File: src/rtl/load_store_unit_pkg.sv
// Shared definitions for the load/store unit: funct3 encodings, FSM states,
// default address map and the access-legality check used at request accept.
package load_store_unit_pkg;

  localparam logic [2:0] F3_B  = 3'b000;
  localparam logic [2:0] F3_H  = 3'b001;
  localparam logic [2:0] F3_W  = 3'b010;
  localparam logic [2:0] F3_BU = 3'b100;
  localparam logic [2:0] F3_HU = 3'b101;

  localparam logic [31:0] DATA_BASE_DEF = 32'h0000_0800;
  localparam logic [31:0] ADDR_TOP_DEF  = 32'h0000_0FFC;

  typedef enum logic [1:0] {
    ST_IDLE   = 2'd0,
    ST_ACCESS = 2'd1,
    ST_MODIFY = 2'd2,
    ST_RESP   = 2'd3
  } lsu_state_e;

  // Misalignment, illegal width (unsigned widths are load-only), range and write protection.
  function automatic logic access_fault(input logic        store,
                                        input logic [2:0]  f3,
                                        input logic [31:0] addr,
                                        input logic [31:0] data_base,
                                        input logic [31:0] addr_top);
    logic f;
    f = 1'b0;
    case (f3)
      F3_B:    f = 1'b0;
      F3_H:    f = addr[0];
      F3_W:    f = (addr[1:0] != 2'b00);
      F3_BU:   f = store;
      F3_HU:   f = store | addr[0];
      default: f = 1'b1;
    endcase
    f = f | (addr > (addr_top + 32'd3)) | (store & (addr < data_base));
    return f;
  endfunction

endpackage

File: src/rtl/load_store_unit_if.sv
// Core-side request/response handshake of the load/store unit.
interface load_store_unit_if;
  logic        req_valid;
  logic        req_ready;
  logic        req_store;
  logic [2:0]  req_funct3;
  logic [31:0] req_addr;
  logic [31:0] req_wdata;
  logic        resp_valid;
  logic [31:0] resp_rdata;
  logic        resp_fault;

  modport master (
    output req_valid, req_store, req_funct3, req_addr, req_wdata,
    input  req_ready, resp_valid, resp_rdata, resp_fault
  );

  modport slave (
    input  req_valid, req_store, req_funct3, req_addr, req_wdata,
    output req_ready, resp_valid, resp_rdata, resp_fault
  );
endinterface

File: src/rtl/lsu_lane_align.sv
// Byte-lane steering: extracts and extends load data, and merges sub-word
// store data into a read word for the read-modify-write path.
module lsu_lane_align
  import load_store_unit_pkg::*;
(
  input  logic [31:0] word_i,
  input  logic [1:0]  lane_i,
  input  logic [2:0]  funct3_i,
  input  logic [15:0] wdata_i,
  output logic [31:0] load_data_o,
  output logic [31:0] merged_o
);

  logic [7:0]  byte_s;
  logic [15:0] half_s;

  // Load path: pick the addressed lane, then sign- or zero-extend.
  always_comb begin
    byte_s      = 8'h00;
    half_s      = 16'h0000;
    load_data_o = 32'h0000_0000;
    case (lane_i)
      2'b00:   byte_s = word_i[7:0];
      2'b01:   byte_s = word_i[15:8];
      2'b10:   byte_s = word_i[23:16];
      2'b11:   byte_s = word_i[31:24];
      default: byte_s = 8'h00;
    endcase
    if (lane_i[1]) begin
      half_s = word_i[31:16];
    end else begin
      half_s = word_i[15:0];
    end
    case (funct3_i)
      F3_B:    load_data_o = {{24{byte_s[7]}}, byte_s};
      F3_H:    load_data_o = {{16{half_s[15]}}, half_s};
      F3_W:    load_data_o = word_i;
      F3_BU:   load_data_o = {24'h00_0000, byte_s};
      F3_HU:   load_data_o = {16'h0000, half_s};
      default: load_data_o = 32'h0000_0000;
    endcase
  end

  // Store path: overwrite only the addressed byte/half of the read word.
  always_comb begin
    merged_o = word_i;
    case (funct3_i)
      F3_B: begin
        case (lane_i)
          2'b00:   merged_o[7:0]   = wdata_i[7:0];
          2'b01:   merged_o[15:8]  = wdata_i[7:0];
          2'b10:   merged_o[23:16] = wdata_i[7:0];
          2'b11:   merged_o[31:24] = wdata_i[7:0];
          default: merged_o        = word_i;
        endcase
      end
      F3_H: begin
        if (lane_i[1]) begin
          merged_o[31:16] = wdata_i;
        end else begin
          merged_o[15:0] = wdata_i;
        end
      end
      default: merged_o = word_i;
    endcase
  end

endmodule

File: src/rtl/load_store_unit.sv
// Data-access master for a single-port word memory without byte enables;
// sub-word stores are performed as read-modify-write.
module load_store_unit
  import load_store_unit_pkg::*;
#(
  parameter logic [31:0] DATA_BASE = DATA_BASE_DEF,
  parameter logic [31:0] ADDR_TOP  = ADDR_TOP_DEF
) (
  input  logic             clk,
  input  logic             resetn,
  load_store_unit_if.slave core,
  output logic [31:0]      mem_address_o,
  output logic [31:0]      mem_data_out_o,
  input  logic [31:0]      mem_data_in_i,
  output logic             mem_we_o
);

  lsu_state_e  state_q, state_d;
  logic [1:0]  lane_q;
  logic [2:0]  funct3_q;
  logic        store_q;
  logic        fault_q;
  logic [31:0] wdata_q;
  logic [31:0] merge_q;
  logic [31:0] mem_address_q;
  logic        resp_valid_q;
  logic [31:0] resp_rdata_q;
  logic        resp_fault_q;
  logic        fault_d;
  logic [31:0] load_data_s;
  logic [31:0] merged_s;

  assign fault_d = access_fault(core.req_store, core.req_funct3, core.req_addr,
                                DATA_BASE, ADDR_TOP);

  lsu_lane_align u_lane_align (
    .word_i      (mem_data_in_i),
    .lane_i      (lane_q),
    .funct3_i    (funct3_q),
    .wdata_i     (wdata_q[15:0]),
    .load_data_o (load_data_s),
    .merged_o    (merged_s)
  );

  // Next-state decode; only sub-word stores without a fault take the MODIFY detour.
  always_comb begin
    state_d = state_q;
    case (state_q)
      ST_IDLE: begin
        if (core.req_valid) begin
          state_d = ST_ACCESS;
        end else begin
          state_d = ST_IDLE;
        end
      end
      ST_ACCESS: begin
        if (fault_q || !store_q || (funct3_q == F3_W)) begin
          state_d = ST_RESP;
        end else begin
          state_d = ST_MODIFY;
        end
      end
      ST_MODIFY: state_d = ST_RESP;
      ST_RESP:   state_d = ST_IDLE;
      default:   state_d = ST_IDLE;
    endcase
  end

  // FSM state, request capture and registered response.
  always_ff @(posedge clk or negedge resetn) begin
    if (!resetn) begin
      state_q       <= ST_IDLE;
      lane_q        <= 2'b00;
      funct3_q      <= 3'b000;
      store_q       <= 1'b0;
      fault_q       <= 1'b0;
      wdata_q       <= 32'h0000_0000;
      merge_q       <= 32'h0000_0000;
      mem_address_q <= 32'h0000_0000;
      resp_valid_q  <= 1'b0;
      resp_rdata_q  <= 32'h0000_0000;
      resp_fault_q  <= 1'b0;
    end else begin
      state_q      <= state_d;
      resp_valid_q <= 1'b0;
      case (state_q)
        ST_IDLE: begin
          if (core.req_valid) begin
            lane_q        <= core.req_addr[1:0];
            funct3_q      <= core.req_funct3;
            store_q       <= core.req_store;
            wdata_q       <= core.req_wdata;
            fault_q       <= fault_d;
            mem_address_q <= {core.req_addr[31:2], 2'b00};
          end
        end
        ST_ACCESS: begin
          merge_q <= merged_s;
          if (state_d == ST_RESP) begin
            resp_valid_q <= 1'b1;
            resp_fault_q <= fault_q;
            resp_rdata_q <= (fault_q || store_q) ? 32'h0000_0000 : load_data_s;
          end
        end
        ST_MODIFY: begin
          resp_valid_q <= 1'b1;
          resp_fault_q <= 1'b0;
          resp_rdata_q <= 32'h0000_0000;
        end
        ST_RESP: begin
          resp_valid_q <= 1'b0;
        end
        default: begin
          resp_valid_q <= 1'b0;
        end
      endcase
    end
  end

  // Write enable depends on registers only, so an async reset kills it at once.
  assign mem_we_o = (state_q == ST_MODIFY) ||
                    ((state_q == ST_ACCESS) && store_q && !fault_q && (funct3_q == F3_W));

  assign mem_data_out_o  = (state_q == ST_MODIFY) ? merge_q : wdata_q;
  assign mem_address_o   = mem_address_q;
  assign core.req_ready  = (state_q == ST_IDLE);
  assign core.resp_valid = resp_valid_q;
  assign core.resp_rdata = resp_rdata_q;
  assign core.resp_fault = resp_fault_q;

endmodule
File: src/flat_wrapper.sv
// flat-port wrapper written by rule: the top's interface ports become plain ports
module load_store_unit_flat import load_store_unit_pkg::*;
#(
  parameter logic [31:0] DATA_BASE = DATA_BASE_DEF,
  parameter logic [31:0] ADDR_TOP  = ADDR_TOP_DEF
)
  (clk, resetn, mem_address_o, mem_data_out_o, mem_data_in_i, mem_we_o, core_req_valid, core_req_store, core_req_funct3, core_req_addr, core_req_wdata, core_req_ready, core_resp_valid, core_resp_rdata, core_resp_fault);
  load_store_unit_if core_i ();
  input  logic clk;
  input  logic resetn;
  output logic [31:0] mem_address_o;
  output logic [31:0] mem_data_out_o;
  input  logic [31:0] mem_data_in_i;
  output logic mem_we_o;
  input wire logic [$bits(core_i.req_valid)-1:0] core_req_valid;
  input wire logic [$bits(core_i.req_store)-1:0] core_req_store;
  input wire logic [$bits(core_i.req_funct3)-1:0] core_req_funct3;
  input wire logic [$bits(core_i.req_addr)-1:0] core_req_addr;
  input wire logic [$bits(core_i.req_wdata)-1:0] core_req_wdata;
  output wire logic [$bits(core_i.req_ready)-1:0] core_req_ready;
  output wire logic [$bits(core_i.resp_valid)-1:0] core_resp_valid;
  output wire logic [$bits(core_i.resp_rdata)-1:0] core_resp_rdata;
  output wire logic [$bits(core_i.resp_fault)-1:0] core_resp_fault;
  assign core_i.req_valid = core_req_valid;
  assign core_i.req_store = core_req_store;
  assign core_i.req_funct3 = core_req_funct3;
  assign core_i.req_addr = core_req_addr;
  assign core_i.req_wdata = core_req_wdata;
  assign core_req_ready = core_i.req_ready;
  assign core_resp_valid = core_i.resp_valid;
  assign core_resp_rdata = core_i.resp_rdata;
  assign core_resp_fault = core_i.resp_fault;
  load_store_unit #(.DATA_BASE(DATA_BASE), .ADDR_TOP(ADDR_TOP)) u_core (.clk(clk), .resetn(resetn), .core(core_i), .mem_address_o(mem_address_o), .mem_data_out_o(mem_data_out_o), .mem_data_in_i(mem_data_in_i), .mem_we_o(mem_we_o));
endmodule
File: config.mk
export PLATFORM = sky130hd
export DESIGN_NAME = load_store_unit_flat
export DESIGN_NICKNAME = d
export VERILOG_FILES = /design/src/rtl/load_store_unit_pkg.sv /design/src/rtl/load_store_unit_if.sv /design/src/rtl/lsu_lane_align.sv /design/src/rtl/load_store_unit.sv /design/src/flat_wrapper.sv
export SDC_FILE = /design/constraint.sdc
export NUM_CORES = 1
export LEC_CHECK = 0
export BUFFER_PORTS_ARGS = -buffer_cell sky130_fd_sc_hd__buf_2
export CORE_ASPECT_RATIO = 0.9
export CORE_MARGIN = 2
export CORE_UTILIZATION = 40
export DETAILED_ROUTE_END_ITERATION = 10
export GPL_ROUTABILITY_DRIVEN = 0
export PLACE_DENSITY = 0.7
export SKIP_LAST_GASP = 1
export SLEW_MARGIN = 20
export SYNTH_ARGS = -nofsm -noshare
export SYNTH_HDL_FRONTEND = slang
export SYNTH_HIERARCHICAL = 1
export SYNTH_SLANG_ARGS = --single-unit
File: constraint.sdc
create_clock -name clk -period 5.21 [get_ports clk]
set_clock_uncertainty 0.15 [all_clocks]
set_input_delay 1.042 -clock clk [delete_from_list [all_inputs] [get_ports clk]]
set_output_delay 1.042 -clock clk [all_outputs]
set_load 0.05 [all_outputs]
* Word-level counts from Yosys, hierarchy flattened
Index checks and enable logic that the tools add are counted.
W data, S select, Z words.
** Operators by class
- Reductions and logical operators :: 17
- Equality and inequality tests :: 16
- Magnitude comparators :: 2
- Bitwise operators :: 4
- Muxes and demuxes :: 22
** Operators with widths (number)
- $pmux W32 S5 :: 1
- $pmux W32 S2 :: 2
- $mux W32 :: 3
- $mux W16 :: 3
- $gt A32 B12 Y1 const B :: 1
- $lt A32 B12 Y1 const B :: 1
- $mux W8 :: 4
- $pmux W8 S4 :: 1
- $eq A3 B3 Y1 const B :: 4
- $eq A2 B2 Y1 const B :: 5
- $pmux W2 S4 :: 1
- $eq A3 B1 Y1 const B :: 2
- $eq A3 B2 Y1 const B :: 2
- $logic_not A3 Y1 :: 2
- $pmux W1 S5 :: 1
- $eq A2 B1 Y1 const B :: 2
- $logic_not A2 Y1 :: 2
- $logic_or A1 B1 Y1 :: 4
- $mux W1 :: 4
- $pmux W1 S2 :: 2
- $reduce_and A2 Y1 :: 2
- $reduce_bool A2 Y1 :: 2
- $logic_and A1 B1 Y1 :: 3
- $or A1 B1 Y1 :: 3
- other kinds (3) :: 4
** Storage, ports and cells
- Register bits after elaboration :: 137

* Depth between registers and ports, before layout
- Word-level depth :: 8
- Depth in mapped cells :: 8
- Depth with buffers taken out :: 6

* Cells and area by module
The synthesis kept the hierarchy.
** By module, submodules not included
- load_store_unit :: sequential area each 3428.3 um^2, times used 1, area each 5586.6 um^2, cells an instance 363
- lsu_lane_align :: sequential area each 0.0 um^2, times used 1, area each 1458.9 um^2, cells an instance 224

* Worst setup path after synthesis
OpenSTA, ideal clock, no wires.
- Kind :: register -> output
- Start point :: register u_core.state_q[1]
- End point :: output mem_we_o
- Buffers on the path :: 2
- Cell stages (with the launch flop) :: 7
- Arrival time :: 1.889 ns
- Setup slack :: 2.129 ns
- Path through :: dfrtp_1 inv_1 ha_1 buf_2 buf_1 nand2_1 o21bai_1
** Between the ends
- Longest elaborated chain between the ends :: 5
- Elaborated cells on any way between the ends :: 6
- Classes of those cells :: 2 x eq/ne; 4 x reduce/logical
** Ends and longest elaborated chain
- from (decl) :: line load_store_unit.sv:18 : lsu_state_e state_q, state_d;
- from (signal assigned) :: line load_store_unit.sv:84 : state_q <= state_d;
- $eq A2 B1 Y1 :: line load_store_unit.sv:122 : ((state_q == ST_ACCESS) && store_q && !fault_q && (funct3_q == F3_W));
- $logic_and A1 B1 Y1 (3 in series) :: line load_store_unit.sv:122
- $logic_or A1 B1 Y1 * :: line load_store_unit.sv:121 : assign mem_we_o = (state_q == ST_MODIFY) ||
- to (decl) :: line flat_wrapper.sv:14 : output logic mem_we_o;
Mark *: on every way between the ends. The rest lies on a longest branch, timed or not.

* Final worst setup path
- Start point :: register u_core.state_q[0]
- End point :: output mem_data_out_o[11]
** Between the ends
- Longest elaborated chain between the ends :: 2
** Ends and longest elaborated chain
- $eq A2 B2 Y1 :: line load_store_unit.sv:124 : assign mem_data_out_o = (state_q == ST_MODIFY) ? merge_q : wdata_q;
- $mux W32 :: line load_store_unit.sv:124
- to (decl) :: line flat_wrapper.sv:12 : output logic [31:0] mem_data_out_o;
No other way between the ends.

==> flow_metrics.py <==
metrics = {
    "run_status": {
        "run_status": "finished, final reports clean",
    },
    "timing": {
        "worstMarginPinSlew_ns": 0.9793,
        "rsz0062_at_grt": "false",
        "fin_ws_ns": 1.617,
        "relSlewSlack": 0.3471,
        "final_hold_viol_count": 0,
        "timing.fmax_mhz": 278.3,
        "min_period_over_period": 0.6897,
        "fin_crit_ns": 3.593,
        "maxSlewViolCount": 0,
        "fin_tns_setup_ns": 0,
        "setup_viol": 0,
    },
    "critical_path": {
        "cpMaxStageDelayCell": "ha_2",
        "critPathLaunch": "u_core/state_q[0]",
        "critPathKind": "flip-flop to primary output",
        "r2r_setup_slack_ns": 2.32,
        "crit_buf_inv": 2,
        "r2r_end": "u_core/merge_q[28]",
        "crit_arrival_ns": 2.40,
        "end_kind": "primary output",
        "crit_end": "mem_data_out_o[11]",
        "r2r-start": "u_core/funct3_q[0]",
        "cp_top_family": "adder cells",
        "critical-path-max-stage-delay_ns": 0.82,
        "path_depth": 4,
        "worstPathRequired_ns": 4.02,
        "start_kind": "flip-flop",
        "ff2ff_path_depth": 5,
        "crit_chain": "inv_1 -> ha_2 -> mux2_2 -> buf_2",
        "worstPathMaxFanout": 38,
    },
    "final_layout": {
        "syn2layout_area_growth_pct": 25.09,
        "seqCellArea_um2": 3428,
        "drive_gt1_frac": 0.5083,
        "multi_input_area_um2": 3326,
        "fill_cells": 1581,
        "final_core_util": 0.5054,
        "fin_nets": 872,
    },
    "die": {
        "ioPinCount": 203,
        "core_um2": 17440,
        "die_w_um": 143.9,
        "dieArea_um2": 18690,
        "die_y_um": 129.9,
        "rows": 46,
        "initial_core_util": 0.4040,
    },
    "cts": {
        "cts_resized": 0,
        "numCtsBuffers": 17,
        "clkSinkCount": 137,
        "cts_tree": "done",
        "clk_pin_slew_ns": 0.06,
        "cts_root_buf": "clkbuf_16",
        "max-clock-path-buffers": 2,
        "clk_latency_ns": 0.43,
        "htreeDepth": 4,
        "cts_setup_buffers": 0,
        "ctsHoldBuffers": 0,
    },
    "detailed_routing": {
        "wirelength_mm": 19.88,
        "vias": 5520,
        "dr.pass1.iters": 5,
        "viasPerCell": 5.412,
        "wire_per_inst_um": 19.49,
        "dr.first_iter.drc_count": 520,
        "ant_nets": 0,
        "drc_errors": 0,
    },
    "synthesis": {
        "synth_seq_cells": 137,
        "ys_seq_area_frac": 0.4866,
        "syn_area_um2": 7046,
        "yosysWarnings": 6,
        "syn_area_per_cell_um2": 12.00,
        "synthDistinctLibCells": 49,
        "syn_inst": 587,
    },
    "global_route": {
        "grt_max_degree": 105,
        "grtUsageTotal": 0.2159,
        "grt_antenna_before_repair": 2,
        "grt_overflow_total": 0,
        "grt_pass1_wl_mm": 30.30,
        "grt_pass1_vias": 5371,
    },
    "flow_run": {
        "cap_violations": 0,
    },
    "power": {
        "peakVddDrop_uv": 538.8,
        "p_leak_nw": 4.182,
        "power.density_nw_per_um2": 758.0,
    },
    "min_path": {
        "hold_path_class": "flip-flop to flip-flop",
    },
    "place": {
        "place_hpwl_mm": 14.58,
        "io_buffers": 200,
        "dpl_worst_slack_ns": 2.059,
    },
}
[registers in the layout, indices dropped and copies added, names as in the netlist]
signal / cells
u_core/merge_q: 32
u_core/core.resp_fault: 1
u_core/core.resp_rdata: 32
u_core/store_q: 1
u_core/fault_q: 1
u_core/lane_q: 2
u_core/mem_address_o: 30
u_core/funct3_q: 3
u_core/core.resp_valid: 1
u_core/state_q: 2
u_core/wdata_q: 32
[Yosys cell counts (all sizes together)]
cell type / number / area, um^2
mux2: 155 / 1745
dfrtp: 137 / 3428
nand2: 47 / 178.9
a22o: 42 / 367.9
buf: 38 / 229.0
nand3: 20 / 100.1
o211ai: 17 / 127.6
nor2: 14 / 60.06
inv: 12 / 45.04
a21oi: 9 / 45.04
clkbuf: 9 / 35.03
a222oi: 8 / 80.08
mux2i: 8 / 80.08
a221o: 7 / 70.07
nand2b: 7 / 43.79
o22ai: 7 / 43.79
a22oi: 6 / 45.04
nor2b: 5 / 31.28
nor4: 5 / 37.53
a31oi: 4 / 25.02
o21ai: 4 / 20.01
ha: 3 / 37.54
nor3: 3 / 15.01
and2: 2 / 12.51
and3: 2 / 12.51
o21a: 2 / 15.01
or2: 2 / 12.51
a2111oi: 1 / 8.760
a21boi: 1 / 7.510
a21o: 1 / 15.01
and2b: 1 / 7.510
conb: 1 / 3.750
nand3b: 1 / 7.510
nor3b: 1 / 7.510
o21bai: 1 / 7.510
o221ai: 1 / 8.760
o41ai: 1 / 8.760
or3b: 1 / 11.26
or4: 1 / 7.510
[how the worst min path moves through the flow]
| stage | startpoint | endpoint | slack [ns] | cells past startpoint |
|---|---|---|---|---|
| after CTS | u_core/mem_address_o[22] | u_core/mem_address_o[22] | 0.34 | 1 |
| after global routing | u_core/mem_address_o[27] | u_core/mem_address_o[27] | 0.35 | 1 |
| after floorplan | u_core/merge_q[0] | u_core/merge_q[0] | 0.32 | 1 |
| after global placement | u_core/mem_address_o[27] | u_core/mem_address_o[27] | 0.32 | 1 |
| after detailed placement | u_core/mem_address_o[22] | u_core/mem_address_o[22] | 0.33 | 1 |
| final | u_core/mem_address_o[27] | u_core/mem_address_o[27] | 0.34 | 1 |
[cell families after synthesis]
| group | after synthesis | share of synthesized area |
|---|---|---|
| mux | 163 | 0.2591 |
| other cells | 1 | 0.0005323 |
| simple gates | 112 | 0.07743 |
| buf+inv | 59 | 0.04386 |
| fa+ha+maj | 3 | 0.005328 |
| compound gates | 112 | 0.1272 |
| flops | 137 | 0.4866 |
[per-stage QoR]
stage	hold slack [ns]	cells	area [um^2]	power, mW
3_3_place_gp	0.3212	987	8152	5.304
6_report	0.3350	1020	8813	6.680
2_1_floorplan	0.3249	588	7049	4.615
4_1_cts	0.3403	1019	8811	6.723
5_1_grt	0.3508	1019	8811	7.043
3_5_place_dp	0.3255	987	8152	5.349
[cells in the final DEF, fill, tap and decap left out, drive strengths merged, types with 6 or more instances in the layout]
cell    instances
buf           206
mux2          155
dfrtp         137
nand2          47
a22o           42
nand3          20
clkbuf         18
o211ai         17
nor2           14
inv            14
a21oi           9
mux2i           8
a222oi          8
nand2b          7
o22ai           7
a221o           7
a22oi           6
clkinv          6
[power breakdown]
part           leakage, nW  switching [mW]  internal (mW)
sequential            1.68           0.356           1.48
combinational         2.18            2.26           1.23
clock                0.321           0.482          0.866
[metal layers]
layer,vias to the layer above,share of wire,wire (um),global-route usage
met5,-,0.00065,13,0
met4,2,0.020,400,0.07555
met3,29,0.093,1851,0.06385
met2,270,0.44,8732,0.3261
met1,2668,0.45,8880,0.2974
li1,2551,-,-,-
[layout make-up]
class | instances | area share
diodes | 1 | 0.0002839
flip-flops and latches | 137 | 0.3890
repair buffers | 206 | 0.1194
clock buffers | 18 | 0.04983
inverters | 12 | 0.005111
multi-input cells | 392 | 0.3773
well taps | 240 | 0.03407
clock inverters | 14 | 0.02499
(Power assumes the default switching activity.)
